$ cat src/rtl/phy_pkg.sv
// rtl/phy_pkg.sv - constants and state encoding shared by the PHY serial link transmitter and receiver
package phy_pkg;

   localparam logic [7:0] IDLE_CHAR_DEFAULT  = 8'hBC;
   localparam int         SYNC_COUNT_DEFAULT = 4;

   typedef enum logic {
      SYNC   = 1'b0,
      ACTIVE = 1'b1
   } phy_state_e;

endpackage

$ cat src/rtl/paralelo_serial.sv
// rtl/paralelo_serial.sv - byte-to-serial lane transmitter with comma sync preamble and idle fill
// Bytes enter a single-entry hold register and are shifted out MSB-first, one bit per clk_32f.
module paralelo_serial
   import phy_pkg::*;
#(
   parameter logic [7:0]  IDLE_CHAR  = IDLE_CHAR_DEFAULT,
   parameter int unsigned SYNC_COUNT = SYNC_COUNT_DEFAULT
) (
   input  logic       clk_32f,
   input  logic       reset_L,
   input  logic [7:0] data_in,
   input  logic       valid_in,
   output logic       ready_out,
   output logic       data_out,
   output logic       active_out,
   output logic       collision_out
);

   localparam logic [3:0] SYNC_LAST = 4'(SYNC_COUNT - 1);

   phy_state_e r_state;
   phy_state_e w_state_next;

   logic [2:0] r_bit_cnt;
   logic [7:0] r_shift_reg;
   logic [7:0] r_hold_reg;
   logic       r_hold_full;
   logic [3:0] r_sync_cnt;
   logic       r_active;
   logic       r_collision;

   logic       w_boundary;
   logic       w_accept;
   logic       w_drain;
   logic       w_sync_inc;
   logic       w_active_next;
   logic [7:0] w_load_byte;

   assign w_boundary = (r_bit_cnt == 3'd7);
   assign w_accept   = valid_in && !r_hold_full;

   always_ff @(posedge clk_32f or negedge reset_L) begin
      if (!reset_L) begin
         r_state <= SYNC;
      end else begin
         r_state <= w_state_next;
      end
   end

   // Leave SYNC on the boundary that loads the last preamble comma.
   always_comb begin
      w_state_next = r_state;
      unique case (r_state)
         SYNC: begin
            if (w_boundary && (r_sync_cnt == SYNC_LAST)) begin
               w_state_next = ACTIVE;
            end
         end
         ACTIVE: begin
            w_state_next = ACTIVE;
         end
         default: begin
            w_state_next = SYNC;
         end
      endcase
   end

   always_comb begin
      w_active_next = 1'b0;
      w_sync_inc    = 1'b0;
      w_drain       = 1'b0;
      w_load_byte   = IDLE_CHAR;
      unique case (r_state)
         SYNC: begin
            w_sync_inc = w_boundary;
         end
         ACTIVE: begin
            w_active_next = 1'b1;
            w_drain       = w_boundary && r_hold_full;
            if (r_hold_full) begin
               w_load_byte = r_hold_reg;
            end
         end
         default: begin
            w_active_next = 1'b0;
         end
      endcase
   end

   always_ff @(posedge clk_32f or negedge reset_L) begin
      if (!reset_L) begin
         r_bit_cnt   <= 3'd0;
         r_shift_reg <= 8'd0;
         r_sync_cnt  <= 4'd0;
         r_active    <= 1'b0;
      end else begin
         r_bit_cnt <= r_bit_cnt + 3'd1;
         if (w_boundary) begin
            r_shift_reg <= w_load_byte;
         end else begin
            r_shift_reg <= {r_shift_reg[6:0], 1'b0};
         end
         if (w_sync_inc) begin
            r_sync_cnt <= r_sync_cnt + 4'd1;
         end
         r_active <= w_active_next;
      end
   end

   // Accept and drain are mutually exclusive: accept needs an empty holder, drain a full one.
   always_ff @(posedge clk_32f or negedge reset_L) begin
      if (!reset_L) begin
         r_hold_reg  <= 8'd0;
         r_hold_full <= 1'b0;
         r_collision <= 1'b0;
      end else begin
         if (w_accept) begin
            r_hold_reg  <= data_in;
            r_hold_full <= 1'b1;
         end else if (w_drain) begin
            r_hold_full <= 1'b0;
         end
         r_collision <= w_accept && (data_in == IDLE_CHAR);
      end
   end

   assign ready_out     = !r_hold_full;
   assign data_out      = r_shift_reg[7];
   assign active_out    = r_active;
   assign collision_out = r_collision;

endmodule
$ cat config.mk
export PLATFORM = sky130hd
export DESIGN_NAME = paralelo_serial
export DESIGN_NICKNAME = d
export VERILOG_FILES = /design/src/rtl/phy_pkg.sv /design/src/rtl/paralelo_serial.sv
export SDC_FILE = /design/constraint.sdc
export NUM_CORES = 1
export LEC_CHECK = 0
export BUFFER_PORTS_ARGS = -buffer_cell sky130_fd_sc_hd__buf_2
export CORE_MARGIN = 5
export CORE_UTILIZATION = 45
export CTS_CLUSTER_SIZE = 30
export DETAILED_ROUTE_END_ITERATION = 7
export PLACE_DENSITY = 0.66
export RECOVER_POWER = 100
export REMOVE_ABC_BUFFERS = 1
export SLEW_MARGIN = 20
export SYNTH_ARGS = -nofsm -noshare
export SYNTH_HDL_FRONTEND = slang
export SYNTH_SLANG_ARGS = --single-unit
$ cat constraint.sdc
create_clock -name clk_32f -period 2.32 [get_ports clk_32f]
set_input_delay 0.116 -clock clk_32f [delete_from_list [all_inputs] [get_ports clk_32f]]
set_output_delay 0.116 -clock clk_32f [all_outputs]
set_load 0.01 [all_outputs]
## After elaboration in Yosys (flattened, before gate mapping)

Cells that the tools add are included.

| word-level totals | value |
|---|---|
| register bits after elaboration | 27 |
| input bits | 11 |
| output and inout bits | 4 |
| word-level logic and storage cells | 30 |

| cells by class | value |
|---|---|
| add/subtract/negate cells | 2 |
| equal/unequal tests | 3 |
| multiplexer cells | 10 |
| bitwise gates (word level) | 1 |
| reductions and logical operators | 6 |

Operator list:

| cell | count |
|---|---|
| 2-to-1 mux 8 bit | 3 |
| equality test 8 bit (second input constant) | 1 |
| 2-to-1 mux 1 bit | 6 |
| adder 4 x 1 -> 4 bit (second input constant) | 1 |
| equality test 4 x 2 -> 1 bit (second input constant) | 1 |
| logical AND 1 bit | 4 |
| adder 3 x 1 -> 3 bit (second input constant) | 1 |
| equality test 3 bit (second input constant) | 1 |
| case mux 1 bit (2 select lines) | 1 |
| nonzero test 2 bit | 1 |
| logical NOT 1 bit | 1 |
| inverter 1 bit | 1 |

## Depth between registers and ports, before layout

| depth | value |
|---|---|
| word-level depth | 5 |
| mapped depth | 5 |
| depth with buffers taken out | 5 |

## Least setup slack after synthesis

Ideal clock, no wire load.

| path | value |
|---|---|
| path kind | reg-to-reg |
| start point | register r_bit_cnt[0] |
| end point | register r_sync_cnt[1] |
| library setup time | 0.125 ns |
| data arrival time | 1.295 ns |
| required time | 2.195 ns |
| slack | 0.900 ns |
| stages on the path, launching flop included | 5 |
| buffers on the path | 0 |
| clock period less this slack | 1.420 ns |
| cell sequence | dfrtp_1 > ha_1 > ha_1 > and2b_2 > mux2_2 |

| on the way | value |
|---|---|
| cells in the longest elaborated chain, start to end | 2 |

Ends and longest elaborated chain:

| element | line | text |
|---|---|---|
| start: declaration | paralelo_serial.sv:24 | `logic [2:0] r_bit_cnt;` |
| start signal: assignment | paralelo_serial.sv:97 | `r_bit_cnt <= r_bit_cnt + 3'd1;` |
| equality test 3 bit | paralelo_serial.sv:39 | `assign w_boundary = (r_bit_cnt == 3'd7);` |
| 2-to-1 mux 1 bit | paralelo_serial.sv:73 | `unique case (r_state)` |
| end signal: assignment | paralelo_serial.sv:104 | `r_sync_cnt <= r_sync_cnt + 4'd1;` |
| end: declaration | paralelo_serial.sv:28 | `logic [3:0] r_sync_cnt;` |

Every way passes these cells.
A chain may end at the register's enable or synchronous reset.

## Worst setup path after layout

Ends and elaborated chain as after synthesis.

==> metrics.csv <==
metric;value;unit
row count;17;
fin. max-slew vios;0;
Slew Limit Headroom;0.0747;
Max VDD drop;0.590;mV
r2r setup slk;0.59;ns
Vias;636;
Worst setup startpoint;r_bit_cnt[0]$_DFF_PN0_;
Synth cell types;19;
placed cells;124;
# DRC;0;
most frequent cells after synthesis;27 x dfrtp_1, 14 x nor2_1, 9 x mux2_2;
crit path kind;flip-flop to flip-flop;
final setup fails;0;
Area contributors post-synth;dfrtp_1 64%, mux2_2 9.6%, nor2_1 5.0%, ha_1 4.8%, a21oi_1 2.4%;
routed length per instance;11.9;um
Synth Warn #;0;
number of global-route vias before repair;627;
f_max;0.579;GHz
Final HPWL DP;1080;um
Detail Route Antenna Nets;0;
Syn Area/Cell;12.7;um2
Mapped Area;1050;um2
Initial Utilization;0.476;
DIE AREA;3410;um2
first-pass GRT wire length;2710;um
P_leak;0.562;nW
capturing point of the worst reg2reg path;r_sync_cnt[1]$_DFFE_PN0P_;
CORE AREA;2210;um2
type of the most critical hold path;input pin to flip-flop;
Clock Sinks;27;
Skew-Pair Late Insertion Delay;0.32;ns
maximum capacitance violations;0;
clk buf depth;2;
Total Neg Setup Slack;0;ns
Port Buffers;14;
Worst Path Max Fanout;16;
Final Hold Fails;0;
Worst Path Required;2.55;ns
Post-synth EDFFs;0;
Worst setup EP type;flip-flop;
initial DRC count;9;
Post-Layout Cell Count;129;
antenna diode count;0;
layout cells sized above 1;0.228;
Main synth FF type;dfrtp_1;
worst reg-to-reg path cell count;4;
Seq/Total Area, Yosys;0.642;
CTS buffer count;3;
fin crit share;0.744;
Synth top area share;0.642;
initial antenna violation count;0;
Hold Slack;0.0278;ns
Worst-path clk slew;0.14;ns
PD cells;673;nW/um2
grt total ovfl;0;
RSZ-0062 raised after global routing;no;
# fillers;205;
Syn Inst Count;83;
Critical Path Start Type;flip-flop;
largest net degree at the start of global routing;28;
worst-margin pin slew;1.39;ns
nets;117;
1st-pass router iterations;3;
most common cell in the netlist;dfrtp_1;
Setup crit end;r_sync_cnt[1]$_DFFE_PN0P_;
gr usage total;0.105;
io pins;15;
Worst Skew;0.00696;ns
Yosys top cell by area;dfrtp_1;
routed vias/inst;4.93;
#FFs+latches synth;27;
die height;58.4;um
TritonCTS clock tree;yes;
width of the chip;58.4;um
status;completed;
r2r startpoint;r_bit_cnt[0]$_DFF_PN0_;
Final Power;0.791;mW
asr flop ratio synth;1.00;
DRT Wirelength;1540;um
H-tree levels;1;
post-layout minimum cycle time;1.73;ns
GPL Wtd Cong;0.635;
Critical Path AT;1.95;ns
Area Overhead vs Synth;11.7;%
clk root buf;clkbuf_4;
per-layer routing:
layer | up-vias | GRT usage | part of all wire
met3 | 2 | 0.0504 | 0.065
met1 | 308 | 0.135 | 0.47
met2 | 12 | 0.164 | 0.45
met5 | - | 0 | 0
li1 | 314 | - | -
met4 | 0 | 0.0199 | 0.0085
layout make-up:
cell class / count / area, um2 / area share
Clock buffer: 3 / 22.5 / 0.0192
Clock inverter: 1 / 5.00 / 0.00426
Inverter: 4 / 15.0 / 0.0128
Multi-Input combinational cell: 50 / 344 / 0.293
Sequential cell: 27 / 676 / 0.575
Tap cell: 28 / 35.0 / 0.0298
Timing Repair Buffer: 16 / 77.6 / 0.0660
worst min path at each step:
| stage | startpoint | to | slack [ns] | cells past startpoint |
|---|---|---|---|---|
| floorplan | reset_L | active_out$_DFF_PN0_ | -0.18 | 0 |
| global placement | reset_L | r_sync_cnt[2]$_DFFE_PN0P_ | 0.15 | 1 |
| detailed placement | reset_L | active_out$_DFF_PN0_ | 0.15 | 1 |
| CTS | data_in[0] | r_hold_reg[0]$_DFFE_PN0P_ | 0.02 | 2 |
| global route | data_in[0] | r_hold_reg[0]$_DFFE_PN0P_ | 0.008 | 2 |
| finish | data_in[0] | r_hold_reg[0]$_DFFE_PN0P_ | 0.03 | 2 |
worst max-delay path: stages (launching register included):
cell	delay (ns)
dfrtp_1	0.37
ha_1	0.17
ha_1	0.46
and2b_1	0.27
mux2_2	0.35
through the flow:
stage | setup slack [ns] | area, um2 | utilization
after floorplan | 0.764 | 1040 | -
after global placement | 0.648 | 1150 | 0.519
after detailed placement | 0.591 | 1150 | 0.519
after CTS | 0.583 | 1190 | 0.536
after global routing | 0.477 | 1170 | 0.531
final | 0.594 | 1170 | 0.531
where the power goes:
| group | internal, mW | switching [mW] | total [mW] |
|---|---|---|---|
| logic | 0.0352 | 0.0350 | 0.0701 |
| registers | 0.507 | 0.0152 | 0.522 |
| clock network | 0.0645 | 0.134 | 0.199 |
| total | 0.606 | 0.184 | 0.791 |
logic make-up (layout without fill, tap and decap cells):
group                    count (synthesis)  after routing  share of synthesized area
AO/OA/AOI/OAI                            9              9                     0.0499
XOR/XNOR                                 3              3                     0.0250
adder cells (fa/ha/maj)                  4              4                     0.0476
buffers and inverters                    6             24                     0.0297
flip-flops                              27             27                      0.642
multiplexers                             9              9                     0.0963
AND/OR/NAND/NOR                         25             25                      0.109
cells in the final DEF, fill, tap and decap left out, types with 2 or more instances in the layout:
master,netlist,routed
ha_1,4,4
nor2_1,14,14
a21oi_1,5,5
clkbuf_1,0,6
inv_1,4,4
xnor2_1,2,2
o22ai_1,2,2
buf_2,1,9
clkbuf_4,0,3
nand2_1,6,6
dfrtp_1,27,27
mux2_2,9,9
timing repair:
item                      4_1_cts  5_1_grt
hold buffers                    1        0
gates resized for setup         0        0
buffers inserted                0        0
hold endpoints to repair       27        0
Note: power is estimated with default switching activity, not from simulation.
